$ cat config.mk
export PLATFORM = sky130hd
export DESIGN_NAME = load_store_unit_flat
export DESIGN_NICKNAME = d
export VERILOG_FILES = /design/src/rtl/load_store_unit_pkg.sv /design/src/rtl/load_store_unit_if.sv /design/src/rtl/load_store_unit_mem_lane_align.sv /design/src/rtl/load_store_unit.sv /design/src/flat_wrapper.sv
export SDC_FILE = /design/constraint.sdc
export NUM_CORES = 1
export LEC_CHECK = 0
export ABC_AREA = 1
export CORE_AREA = 2 2 148 107
export CTS_CLUSTER_DIAMETER = 80
export DETAILED_ROUTE_END_ITERATION = 8
export DIE_AREA = 0 0 150 109
export PLACE_DENSITY_LB_ADDON = 0.15
export SYNTH_ARGS = -nofsm -noshare
export SYNTH_HDL_FRONTEND = slang
export SYNTH_HIERARCHICAL = 1
export SYNTH_SLANG_ARGS = --single-unit
$ cat constraint.sdc
create_clock -name clk -period 3.5 [get_ports clk]
set_input_delay 0.875 -clock clk [delete_from_list [all_inputs] [get_ports clk]]
set_output_delay 0.875 -clock clk [all_outputs]
set_load 0.005 [all_outputs]
$ cat src/rtl/load_store_unit_pkg.sv
// Shared encodings, FSM state type and alignment helpers for the load/store unit.
package load_store_unit_pkg;

    localparam logic [1:0] SIZE_BYTE = 2'b00;
    localparam logic [1:0] SIZE_HALF = 2'b01;
    localparam logic [1:0] SIZE_WORD = 2'b10;

    typedef enum logic [1:0] {
        ST_IDLE  = 2'd0,
        ST_READ  = 2'd1,
        ST_WRITE = 2'd2,
        ST_RESP  = 2'd3
    } lsu_state_e;

    // Size 2'b11 falls into the word rule.
    function automatic logic is_misaligned(input logic [1:0] size, input logic [1:0] offset);
        logic bad;
        case (size)
            SIZE_BYTE: bad = 1'b0;
            SIZE_HALF: bad = offset[0];
            default:   bad = (offset != 2'b00);
        endcase
        return bad;
    endfunction

    function automatic logic [1:0] align_offset(input logic [1:0] size, input logic [1:0] offset);
        logic [1:0] aligned;
        case (size)
            SIZE_BYTE: aligned = offset;
            SIZE_HALF: aligned = {offset[1], 1'b0};
            default:   aligned = 2'b00;
        endcase
        return aligned;
    endfunction

endpackage

$ cat src/rtl/load_store_unit_if.sv
// Pipeline request/response handshake plus word-indexed memory port.
interface load_store_unit_if #(
    parameter int ADDR_WIDTH = 32,
    parameter int DATA_WIDTH = 32
);
    logic                  reqValid;
    logic                  reqReady;
    logic                  reqWrite;
    logic [1:0]            reqSize;
    logic                  reqSigned;
    logic [ADDR_WIDTH-1:0] reqAddr;
    logic [DATA_WIDTH-1:0] reqWdata;
    logic                  respValid;
    logic                  respReady;
    logic [DATA_WIDTH-1:0] respData;
    logic                  respError;
    logic [ADDR_WIDTH-1:0] memAddress;
    logic                  memReadEnable;
    logic                  memWriteEnable;
    logic [DATA_WIDTH-1:0] memDataIn;
    logic [DATA_WIDTH-1:0] memDataOut;

    modport slave (
        input  reqValid, reqWrite, reqSize, reqSigned, reqAddr, reqWdata, respReady, memDataOut,
        output reqReady, respValid, respData, respError,
               memAddress, memReadEnable, memWriteEnable, memDataIn
    );

    modport master (
        output reqValid, reqWrite, reqSize, reqSigned, reqAddr, reqWdata, respReady, memDataOut,
        input  reqReady, respValid, respData, respError,
               memAddress, memReadEnable, memWriteEnable, memDataIn
    );
endinterface

$ cat src/rtl/load_store_unit_mem_lane_align.sv
// Little-endian lane extraction with sign/zero extension, and sub-word merge for RMW stores.
module mem_lane_align
    import load_store_unit_pkg::*;
(
    input  logic [31:0] i_rdata,
    input  logic [1:0]  i_offset,
    input  logic [1:0]  i_size,
    input  logic        i_signed,
    input  logic [31:0] i_wdata,
    output logic [31:0] o_load_data,
    output logic [31:0] o_merged
);

    logic [7:0]  w_byte;
    logic [15:0] w_half;

    // Load path: pick the addressed lane and extend it to a full word.
    always_comb begin
        w_byte      = 8'h00;
        w_half      = 16'h0000;
        o_load_data = 32'h0000_0000;
        case (i_offset)
            2'b00:   w_byte = i_rdata[7:0];
            2'b01:   w_byte = i_rdata[15:8];
            2'b10:   w_byte = i_rdata[23:16];
            2'b11:   w_byte = i_rdata[31:24];
            default: w_byte = 8'h00;
        endcase
        if (i_offset[1]) begin
            w_half = i_rdata[31:16];
        end else begin
            w_half = i_rdata[15:0];
        end
        case (i_size)
            SIZE_BYTE: o_load_data = {{24{i_signed & w_byte[7]}}, w_byte};
            SIZE_HALF: o_load_data = {{16{i_signed & w_half[15]}}, w_half};
            default:   o_load_data = i_rdata;
        endcase
    end

    // Store path: replace only the addressed lane of the old word.
    always_comb begin
        o_merged = i_rdata;
        case (i_size)
            SIZE_BYTE: begin
                case (i_offset)
                    2'b00:   o_merged = {i_rdata[31:8], i_wdata[7:0]};
                    2'b01:   o_merged = {i_rdata[31:16], i_wdata[7:0], i_rdata[7:0]};
                    2'b10:   o_merged = {i_rdata[31:24], i_wdata[7:0], i_rdata[15:0]};
                    2'b11:   o_merged = {i_wdata[7:0], i_rdata[23:0]};
                    default: o_merged = i_rdata;
                endcase
            end
            SIZE_HALF: begin
                if (i_offset[1]) begin
                    o_merged = {i_wdata[15:0], i_rdata[15:0]};
                end else begin
                    o_merged = {i_rdata[31:16], i_wdata[15:0]};
                end
            end
            default: o_merged = i_wdata;
        endcase
    end

endmodule

$ cat src/rtl/load_store_unit.sv
// Single-outstanding load/store initiator; sub-word stores use read-modify-write.
module load_store_unit
    import load_store_unit_pkg::*;
#(
    parameter int ADDR_WIDTH     = 32,
    parameter int DATA_WIDTH     = 32,
    parameter bit MISALIGN_ERROR = 1'b1
) (
    input  logic             clk,
    input  logic             reset_n,
    load_store_unit_if.slave bus
);

    lsu_state_e            r_state;
    lsu_state_e            w_next_state;

    logic                  r_write;
    logic                  r_signed;
    logic [1:0]            r_size;
    logic [1:0]            r_offset;
    logic [DATA_WIDTH-1:0] r_wdata;

    logic                  r_req_ready;
    logic                  r_resp_valid;
    logic [DATA_WIDTH-1:0] r_resp_data;
    logic                  r_resp_error;
    logic [ADDR_WIDTH-1:0] r_mem_addr;
    logic                  r_mem_re;
    logic                  r_mem_we;
    logic [DATA_WIDTH-1:0] r_mem_din;

    logic                  w_req_ready_nxt;
    logic                  w_resp_valid_nxt;
    logic [DATA_WIDTH-1:0] w_resp_data_nxt;
    logic                  w_resp_error_nxt;
    logic [ADDR_WIDTH-1:0] w_mem_addr_nxt;
    logic                  w_mem_re_nxt;
    logic                  w_mem_we_nxt;
    logic [DATA_WIDTH-1:0] w_mem_din_nxt;

    logic                  w_accept;
    logic                  w_misaligned;
    logic                  w_word_size;
    logic [DATA_WIDTH-1:0] w_load_data;
    logic [DATA_WIDTH-1:0] w_merged;

    assign w_accept     = (r_state == ST_IDLE) && r_req_ready && bus.reqValid;
    assign w_misaligned = MISALIGN_ERROR && is_misaligned(bus.reqSize, bus.reqAddr[1:0]);
    assign w_word_size  = bus.reqSize[1];

    mem_lane_align u_align (
        .i_rdata    (bus.memDataOut),
        .i_offset   (r_offset),
        .i_size     (r_size),
        .i_signed   (r_signed),
        .i_wdata    (r_wdata),
        .o_load_data(w_load_data),
        .o_merged   (w_merged)
    );

    // State register.
    always_ff @(posedge clk or negedge reset_n) begin
        if (!reset_n) begin
            r_state <= ST_IDLE;
        end else begin
            r_state <= w_next_state;
        end
    end

    // Request capture on the accept edge; offset is pre-aligned when misalignment is tolerated.
    always_ff @(posedge clk or negedge reset_n) begin
        if (!reset_n) begin
            r_write  <= 1'b0;
            r_signed <= 1'b0;
            r_size   <= SIZE_BYTE;
            r_offset <= 2'b00;
            r_wdata  <= '0;
        end else if (w_accept) begin
            r_write  <= bus.reqWrite;
            r_signed <= bus.reqSigned;
            r_size   <= bus.reqSize;
            r_offset <= align_offset(bus.reqSize, bus.reqAddr[1:0]);
            r_wdata  <= bus.reqWdata;
        end else begin
            r_write  <= r_write;
            r_signed <= r_signed;
            r_size   <= r_size;
            r_offset <= r_offset;
            r_wdata  <= r_wdata;
        end
    end

    // Next-state decode.
    always_comb begin
        w_next_state = r_state;
        case (r_state)
            ST_IDLE: begin
                if (!w_accept) begin
                    w_next_state = ST_IDLE;
                end else if (w_misaligned) begin
                    w_next_state = ST_RESP;
                end else if (bus.reqWrite && w_word_size) begin
                    w_next_state = ST_WRITE;
                end else begin
                    w_next_state = ST_READ;
                end
            end
            ST_READ: begin
                if (r_write) begin
                    w_next_state = ST_WRITE;
                end else begin
                    w_next_state = ST_RESP;
                end
            end
            ST_WRITE: w_next_state = ST_RESP;
            ST_RESP: begin
                if (bus.respReady) begin
                    w_next_state = ST_IDLE;
                end else begin
                    w_next_state = ST_RESP;
                end
            end
            default: w_next_state = ST_IDLE;
        endcase
    end

    // Output decode from the upcoming state, so every output is a flop that is stable per state.
    always_comb begin
        w_req_ready_nxt  = (w_next_state == ST_IDLE);
        w_resp_valid_nxt = (w_next_state == ST_RESP);
        w_mem_re_nxt     = (w_next_state == ST_READ);
        w_mem_we_nxt     = (w_next_state == ST_WRITE);
        w_resp_data_nxt  = '0;
        w_resp_error_nxt = 1'b0;
        w_mem_addr_nxt   = r_mem_addr;
        w_mem_din_nxt    = r_mem_din;
        if (w_next_state == ST_RESP) begin
            case (r_state)
                ST_IDLE: begin
                    w_resp_data_nxt  = '0;
                    w_resp_error_nxt = 1'b1;
                end
                ST_READ: begin
                    w_resp_data_nxt  = r_write ? '0 : w_load_data;
                    w_resp_error_nxt = 1'b0;
                end
                ST_RESP: begin
                    w_resp_data_nxt  = r_resp_data;
                    w_resp_error_nxt = r_resp_error;
                end
                default: begin
                    w_resp_data_nxt  = '0;
                    w_resp_error_nxt = 1'b0;
                end
            endcase
        end else begin
            w_resp_data_nxt  = '0;
            w_resp_error_nxt = 1'b0;
        end
        if (w_accept) begin
            w_mem_addr_nxt = {2'b00, bus.reqAddr[ADDR_WIDTH-1:2]};
        end else begin
            w_mem_addr_nxt = r_mem_addr;
        end
        if (w_next_state == ST_WRITE) begin
            w_mem_din_nxt = (r_state == ST_IDLE) ? bus.reqWdata : w_merged;
        end else begin
            w_mem_din_nxt = r_mem_din;
        end
    end

    // Output registers.
    always_ff @(posedge clk or negedge reset_n) begin
        if (!reset_n) begin
            r_req_ready  <= 1'b0;
            r_resp_valid <= 1'b0;
            r_resp_data  <= '0;
            r_resp_error <= 1'b0;
            r_mem_addr   <= '0;
            r_mem_re     <= 1'b0;
            r_mem_we     <= 1'b0;
            r_mem_din    <= '0;
        end else begin
            r_req_ready  <= w_req_ready_nxt;
            r_resp_valid <= w_resp_valid_nxt;
            r_resp_data  <= w_resp_data_nxt;
            r_resp_error <= w_resp_error_nxt;
            r_mem_addr   <= w_mem_addr_nxt;
            r_mem_re     <= w_mem_re_nxt;
            r_mem_we     <= w_mem_we_nxt;
            r_mem_din    <= w_mem_din_nxt;
        end
    end

    assign bus.reqReady       = r_req_ready;
    assign bus.respValid      = r_resp_valid;
    assign bus.respData       = r_resp_data;
    assign bus.respError      = r_resp_error;
    assign bus.memAddress     = r_mem_addr;
    assign bus.memReadEnable  = r_mem_re;
    assign bus.memWriteEnable = r_mem_we;
    assign bus.memDataIn      = r_mem_din;

endmodule

$ cat src/flat_wrapper.sv
// flat-port wrapper written by rule: the top's interface ports become plain ports
module load_store_unit_flat import load_store_unit_pkg::*;
#(
    parameter int ADDR_WIDTH     = 32,
    parameter int DATA_WIDTH     = 32,
    parameter bit MISALIGN_ERROR = 1'b1
)
  (clk, reset_n, bus_reqValid, bus_reqWrite, bus_reqSize, bus_reqSigned, bus_reqAddr, bus_reqWdata, bus_respReady, bus_memDataOut, bus_reqReady, bus_respValid, bus_respData, bus_respError, bus_memAddress, bus_memReadEnable, bus_memWriteEnable, bus_memDataIn);
  load_store_unit_if #(.ADDR_WIDTH(ADDR_WIDTH), .DATA_WIDTH(DATA_WIDTH)) bus_i ();
  input  logic clk;
  input  logic reset_n;
  input wire logic [$bits(bus_i.reqValid)-1:0] bus_reqValid;
  input wire logic [$bits(bus_i.reqWrite)-1:0] bus_reqWrite;
  input wire logic [$bits(bus_i.reqSize)-1:0] bus_reqSize;
  input wire logic [$bits(bus_i.reqSigned)-1:0] bus_reqSigned;
  input wire logic [$bits(bus_i.reqAddr)-1:0] bus_reqAddr;
  input wire logic [$bits(bus_i.reqWdata)-1:0] bus_reqWdata;
  input wire logic [$bits(bus_i.respReady)-1:0] bus_respReady;
  input wire logic [$bits(bus_i.memDataOut)-1:0] bus_memDataOut;
  output wire logic [$bits(bus_i.reqReady)-1:0] bus_reqReady;
  output wire logic [$bits(bus_i.respValid)-1:0] bus_respValid;
  output wire logic [$bits(bus_i.respData)-1:0] bus_respData;
  output wire logic [$bits(bus_i.respError)-1:0] bus_respError;
  output wire logic [$bits(bus_i.memAddress)-1:0] bus_memAddress;
  output wire logic [$bits(bus_i.memReadEnable)-1:0] bus_memReadEnable;
  output wire logic [$bits(bus_i.memWriteEnable)-1:0] bus_memWriteEnable;
  output wire logic [$bits(bus_i.memDataIn)-1:0] bus_memDataIn;
  assign bus_i.reqValid = bus_reqValid;
  assign bus_i.reqWrite = bus_reqWrite;
  assign bus_i.reqSize = bus_reqSize;
  assign bus_i.reqSigned = bus_reqSigned;
  assign bus_i.reqAddr = bus_reqAddr;
  assign bus_i.reqWdata = bus_reqWdata;
  assign bus_i.respReady = bus_respReady;
  assign bus_i.memDataOut = bus_memDataOut;
  assign bus_reqReady = bus_i.reqReady;
  assign bus_respValid = bus_i.respValid;
  assign bus_respData = bus_i.respData;
  assign bus_respError = bus_i.respError;
  assign bus_memAddress = bus_i.memAddress;
  assign bus_memReadEnable = bus_i.memReadEnable;
  assign bus_memWriteEnable = bus_i.memWriteEnable;
  assign bus_memDataIn = bus_i.memDataIn;
  load_store_unit #(.ADDR_WIDTH(ADDR_WIDTH), .DATA_WIDTH(DATA_WIDTH), .MISALIGN_ERROR(MISALIGN_ERROR)) u_core (.clk(clk), .reset_n(reset_n), .bus(bus_i));
endmodule
==> flow_summary.yaml, run 1 <==
outcome:
  status: "completed"
flow_run:
  cap_violations: 0
logic_synthesis:
  synth_edf_count: 0
  synth_top_area_frac: 0.4390
  synth_most_common_cell: "nand2_1"
  synthTopCellsByArea: "dfrtp_1 44%, nand2_1 19%, nand3_1 9.2%"
  synth_cell_types: 34
  syn_inst: 1082
  syn_area_per_cell_um2: 7.322
  synthMuxAreaShare: 0
  ys_warn_count: 6
  synth-xor-area-share: 0
  synth_seq_area_share: 0.4390
  synthArstFlopShare: 1.000
  synth_top_family_by_area: "simple AND/OR/NAND/NOR gates"
  synth_simple_gate_area_share: 0.3252
  syn-cell-area_mm2: 0.007923
  synth_ff_type: "dfrtp_1"
  synth_commonest_cells: "392 x nand2_1, 146 x nand3_1, 139 x dfrtp_1"
  synth-compound-area-share: 0.1319
  synth_adder_area_share: 0
  synth-seq-cells: 139
  synth_top_cell_by_area: "dfrtp_1"
drt:
  wire_per_inst_um: 16.67
  drcViolationCount: 0
  dr.pass1.iters: 8
  vias: 8088
  detail-route-antenna-nets: 0
  via_per_inst: 5.532
  drt_iter0_markers: 870
  routed_wl_um: 24370
final_layout:
  area_delta_synth_final_pct: 32.96
  nNetsFinal: 1353
  final_area_mm2: 0.01053
  final_util: 0.7011
  drive_gt1_frac: 0.06894
  num_antenna_cells: 0
  fillers: 1275
  stdcell_count: 1462
timing:
  skew_ns: 0.01091
  timing.final.hold_violations: 0
  finalSetupViolCount: 0
  timing.final.crit_share: 0.6583
  timing.fmax_ghz: 0.4340
  totalNegativeSetupSlack_ns: 0
  rsz0062_at_grt: "false"
  slew_viol_final: 0
  hold_slack_ns: 0.4502
  fin_crit_ns: 2.304
  slew_headroom: 0.2784
  tightestPinTransition_ns: 1.081
worst_hold_path:
  hold_path_class: "input port to async pin"
die:
  start_util: 0.5273
  die_w_um: 150
  num_io_pins: 205
  num_rows: 38
  dieArea_mm2: 0.01635
  die_y_um: 109
  coreArea_mm2: 0.01502
setup_path:
  cp.arrival_ns: 2.65
  cp.required_ns: 3.85
  endpoint: "u_core/bus.memDataIn[8]$_DFFE_PN0N_"
  critPathMaxFanout: 36
  crit_path_end_kind: "flip-flop"
  r2r-start: "u_core/r_state[1]$_DFF_PN0_"
  path_class: "input port to flip-flop"
  crit_path_start_kind: "input port"
  crit_path_start: "bus_reqValid"
  rrSetupSlack_ns: 1.20
  reg2reg_depth: 7
  r2r_end: "u_core/bus.memDataIn[8]$_DFFE_PN0N_"
clocking:
  ctsResizeCount: 0
  cts_root_buffer: "clkbuf_16"
  path_clk_slew_ns: 0.07
  cts_setup_buffers: 0
  numCtsBuffers: 17
  cts_buffer_depth: 2
  tritoncts: "built"
  clk_latency_ns: 0.42
  h-tree-depth: 4
  cts_hold_buf: 0
  cts_sinks: 139
placed_design:
  portBuffers: 202
  gp_congestion: 0.9844
  dpl_cell_area_mm2: 0.009910
  dp_hpwl_um: 16870
  numPlacedInstances: 1430
power_and_ir_drop:
  p_per_area_mw_per_mm2: 856.8
  static-leakage-power_nw: 5.333
  ir_drop_mv: 0.4627
grt:
  grt_pass1_vias: 7342
  grt_pass1_wl_um: 38460
  grt_overflow: 0
  grt_max_degree: 73
  antenna_found_initial: 0
  grt.total_usage: 0.2998
-- cells by family (layout without fill, tap and decap cells) --
family,after synthesis,count (layout)
other cells,1,2
simple gates,590,590
flops,139,139
compound gates,176,176
buf+inv,176,355
-- final cells by class --
| cell class | count | area (µm²) | share of cell area |
|---|---|---|---|
| timing repair buffer | 216 | 2141 | 0.2032 |
| clock buffer | 17 | 425.4 | 0.04038 |
| sequential | 139 | 3478 | 0.3302 |
| clock inverter | 15 | 198.9 | 0.01889 |
| multi-input combinational | 768 | 3633 | 0.3449 |
| tap | 200 | 250.2 | 0.02376 |
| inverter | 107 | 406.6 | 0.03860 |
-- state kept, by name (all words and copies together), names as in the netlist --
| register | count |
|---|---|
| u_core/bus.memDataIn | 32 |
| u_core/bus.respData | 32 |
| u_core/r_wdata | 32 |
| u_core/bus.memAddress | 30 |
| u_core/r_offset | 2 |
| u_core/r_size | 2 |
| u_core/r_state | 2 |
| u_core/bus.memReadEnable | 1 |
| u_core/bus.memWriteEnable | 1 |
| u_core/bus.reqReady | 1 |
| u_core/bus.respError | 1 |
| u_core/bus.respValid | 1 |
| u_core/r_signed | 1 |
| u_core/r_write | 1 |
-- worst min path at each step --
| stage | startpoint | to | depth (start not counted) |
|---|---|---|---|
| final | reset_n | u_core/bus.memAddress[29]$_DFFE_PN0N_ | 1 |
| after global routing | reset_n | u_core/bus.memAddress[24]$_DFFE_PN0N_ | 1 |
| after CTS | u_core/bus.memAddress[29]$_DFFE_PN0N_ | u_core/bus.memAddress[29]$_DFFE_PN0N_ | 2 |
| after detailed placement | u_core/bus.memAddress[29]$_DFFE_PN0N_ | u_core/bus.memAddress[29]$_DFFE_PN0N_ | 2 |
| after global placement | u_core/bus.memAddress[15]$_DFFE_PN0N_ | u_core/bus.memAddress[15]$_DFFE_PN0N_ | 2 |
| after floorplan | u_core/r_wdata[31]$_DFFE_PN0N_ | u_core/r_wdata[31]$_DFFE_PN0N_ | 2 |
-- through the flow --
stage               worst slack [ns]  power [mW]
CTS                            1.194       8.960
detailed placement            0.7622       6.968
global route                   1.018       9.640
finish                         1.196       9.026
floorplan                      1.733       5.354
global placement              0.8717       6.882
-- per-layer routing --
| layer | GRT usage | wire, µm |
|---|---|---|
| met1 | 0.4390 | 10810 |
| met2 | 0.4416 | 10380 |
| met3 | 0.09079 | 2811 |
| met4 | 0.05997 | 363 |
| met5 | 0 | 0 |
-- power breakdown --
| part | switching (mW) | internal [mW] | leakage (nW) |
|---|---|---|---|
| clock network | 0.777 | 1.15 | 0.298 |
| logic | 2.52 | 1.82 | 3.19 |
| registers | 0.502 | 2.25 | 1.84 |
| total | 3.80 | 5.23 | 5.33 |
-- worst max-delay path, cell delays in order --
cell,delay (ns)
clkdlybuf4s50_1,0.50
nand2_1,0.12
nor2_4,0.45
o21ai_2,0.14
nand2_4,0.34
o21bai_1,0.14
nand2_1,0.07
-- placed cells by master (no fill, tap or decap), types with 8 or more instances in the layout --
cell	n
o21ai_1	8
inv_2	8
o21bai_1	32
o21ai_0	79
dfrtp_1	139
o211ai_1	18
buf_4	13
nand2_1	392
nand3_2	8
nand3_1	146
nor2_1	19
clkdlybuf4s50_1	201
nand4_1	8
clkbuf_16	17
a21oi_1	31
inv_1	98
No activity file was read; power rests on OpenSTA's default activity.
==> inputs of run 2 (changes only) <==
--- a/config.mk
+++ b/config.mk
@@ -6,10 +6,10 @@
 export NUM_CORES = 1
 export LEC_CHECK = 0
 export ABC_AREA = 1
-export CORE_AREA = 2 2 148 107
+export CORE_AREA = 2 2 162 117
 export CTS_CLUSTER_DIAMETER = 80
 export DETAILED_ROUTE_END_ITERATION = 8
-export DIE_AREA = 0 0 150 109
+export DIE_AREA = 0 0 164 119
 export PLACE_DENSITY_LB_ADDON = 0.15
 export SYNTH_ARGS = -nofsm -noshare
 export SYNTH_HDL_FRONTEND = slang
==> constraint.sdc (replaced) <==
create_clock -name clk -period 2 [get_ports clk]
set_input_delay 0.5 -clock clk [delete_from_list [all_inputs] [get_ports clk]]
set_output_delay 0.5 -clock clk [all_outputs]
set_load 0.005 [all_outputs]
==> flow_summary.yaml, run 2 (synthesized netlist as in run 1, its figures left out) <==
drt:
  dr.pass1.iters: 5
  detail-route-antenna-nets: 0
  drcViolationCount: 0
  wire_per_inst_um: 16.35
  routed_wl_um: 25530
  drt_iter0_markers: 750
  vias: 8075
  via_per_inst: 5.173
placed_design:
  gp_congestion: 0.9744
  dp_hpwl_um: 18870
  numPlacedInstances: 1528
  place_ws_ns: 0.008406
  portBuffers: 202
grt:
  grt.total_usage: 0.2667
  grt_pass1_wl_um: 40230
  antenna_found_initial: 0
  grt_overflow: 0
  grt_pass1_vias: 7336
  grt_max_degree: 65
die:
  die_w_um: 164
  die_y_um: 119
  coreArea_mm2: 0.01824
  num_io_pins: 205
  dieArea_mm2: 0.01952
  start_util: 0.4345
  num_rows: 42
setup_path:
  crit_path_start_kind: "flip-flop"
  crit_family: "buffers and inverters"
  crit_buf_inv: 1
  rrSetupSlack_ns: 0.17
  reg2reg_depth: 10
  crit_path_end_kind: "output pin"
  slowest_delay_ns: 0.53
  critical_path.slowest_cell: "clkdlybuf4s50_1"
  cp.arrival_ns: 1.37
  r2r-start: "u_core/r_size[1]$_DFFE_PN0N_"
  r2r_end: "u_core/bus.memDataIn[14]$_DFFE_PN0N_"
  critPathMaxFanout: 3
  path_cells: "clkdlybuf4s50_1"
  cp.required_ns: 1.50
  path_class: "flip-flop to output pin"
power_and_ir_drop:
  p_per_area_mw_per_mm2: 1461
  power.internal_mw: 9.474
  switching_share: 0.4176
  p_clk_frac: 0.198
  p_seq_frac: 0.296
  p_comb_frac: 0.506
  p_sw_mw: 6.793
  ir_drop_mv: 0.8124
  static-leakage-power_nw: 5.647
clocking:
  numCtsBuffers: 17
  h-tree-depth: 4
  path_clk_slew_ns: 0.07
  cts_buffer_depth: 2
  cts_sinks: 139
  cts_root_buffer: "clkbuf_16"
  clk_latency_ns: 0.43
  cts_setup_buffers: 0
  tritoncts: "built"
timing:
  skew_ns: 0.01209
  fin_ws_ns: 0.1265
  rsz0062_at_grt: "false"
  totalNegativeSetupSlack_ns: 0
  fin_crit_ns: 1.873
  timing.final.crit_share: 0.9367
  timing.final.hold_violations: 0
  timing.fmax_ghz: 0.5338
  finalSetupViolCount: 0
  slew_viol_final: 0
  hold_slack_ns: 0.4644
final_layout:
  drive_gt1_frac: 0.1084
  final_util: 0.6105
  area_delta_synth_final_pct: 40.51
  stdcell_count: 1561
  num_antenna_cells: 0
  layout_common_cells: "392 x nand2_1, 201 x clkdlybuf4s50_1, 146 x nand3_1"
  nNetsFinal: 1410
  final_common_cell: "nand2_1"
flow_run:
  cap_violations: 0
worst_hold_path:
  hold_path_class: "input port to async pin"
outcome:
  status: "completed"
## run 2: how the worst max path moves through the flow
| stage | from | end | slack, ns | depth (start not counted) |
|---|---|---|---|---|
| 2_1_floorplan | u_core/r_offset[1]$_DFFE_PN0N_ | u_core/bus.memDataIn[21]$_DFFE_PN0N_ | 0.48 | 11 |
| 3_3_place_gp | bus_memDataOut[7] | u_core/bus.respData[22]$_DFFE_PN0P_ | 0.01 | 8 |
| 3_5_place_dp | bus_memDataOut[7] | u_core/bus.respData[22]$_DFFE_PN0P_ | 0.008 | 8 |
| 4_1_cts | u_core/bus.reqReady$_DFF_PN0_ | bus_reqReady | 0.11 | 1 |
| 5_1_grt | u_core/r_size[1]$_DFFE_PN0N_ | u_core/bus.memDataIn[14]$_DFFE_PN0N_ | 0.004 | 10 |
| 6_report | u_core/bus.reqReady$_DFF_PN0_ | bus_reqReady | 0.13 | 1 |
## run 2: layout make-up
type	count	area, µm²
inverter	107	406.6
fill	1726	7103
tap	242	302.8
clock buffer	17	425.4
multi-input combinational	768	3641
timing repair buffer	273	2709
sequential	139	3478
clock inverter	15	168.9
## run 2: what timing repair did
action                    4_1_cts  5_1_grt
hold endpoints to repair       14        0
resized for setup               0        0
hold buffers                    1        0
## run 2: routing by layer
metal	GRT usage	vias to the layer above	part of all wire
li1	-	3922	-
met1	0.4182	3839	0.49
met3	0.05852	11	0.075
met5	0	-	0
met4	0.05482	0	0.0069
met2	0.3739	303	0.42
## run 2: through the flow
stage,cell area (µm²),power [mW]
final,11130,16.27
after global routing,11130,17.48
after floorplan,7926,9.370
after CTS,11130,16.29
after global placement,10530,12.90
after detailed placement,10530,12.98
## run 2: power groups by stage
stage               combinational [mW]  clock, mW  sequential [mW]
floorplan                         4.70          0             4.67
global placement                  8.07          0             4.83
detailed placement                8.16          0             4.81
CTS                               8.21       3.29             4.80
global route                      9.12       3.41             4.95
finish                            8.23       3.22             4.82
==> inputs of run 3 (changes only) <==
--- a/config.mk
+++ b/config.mk
@@ -7,7 +7,7 @@
 export LEC_CHECK = 0
 export ABC_AREA = 1
 export CORE_AREA = 2 2 162 117
-export CTS_CLUSTER_DIAMETER = 80
+export CTS_CLUSTER_DIAMETER = 40
 export DETAILED_ROUTE_END_ITERATION = 8
 export DIE_AREA = 0 0 164 119
 export PLACE_DENSITY_LB_ADDON = 0.15
==> results of run 3 <==
Final layout, timing and power as in run 2 (identical DEF).
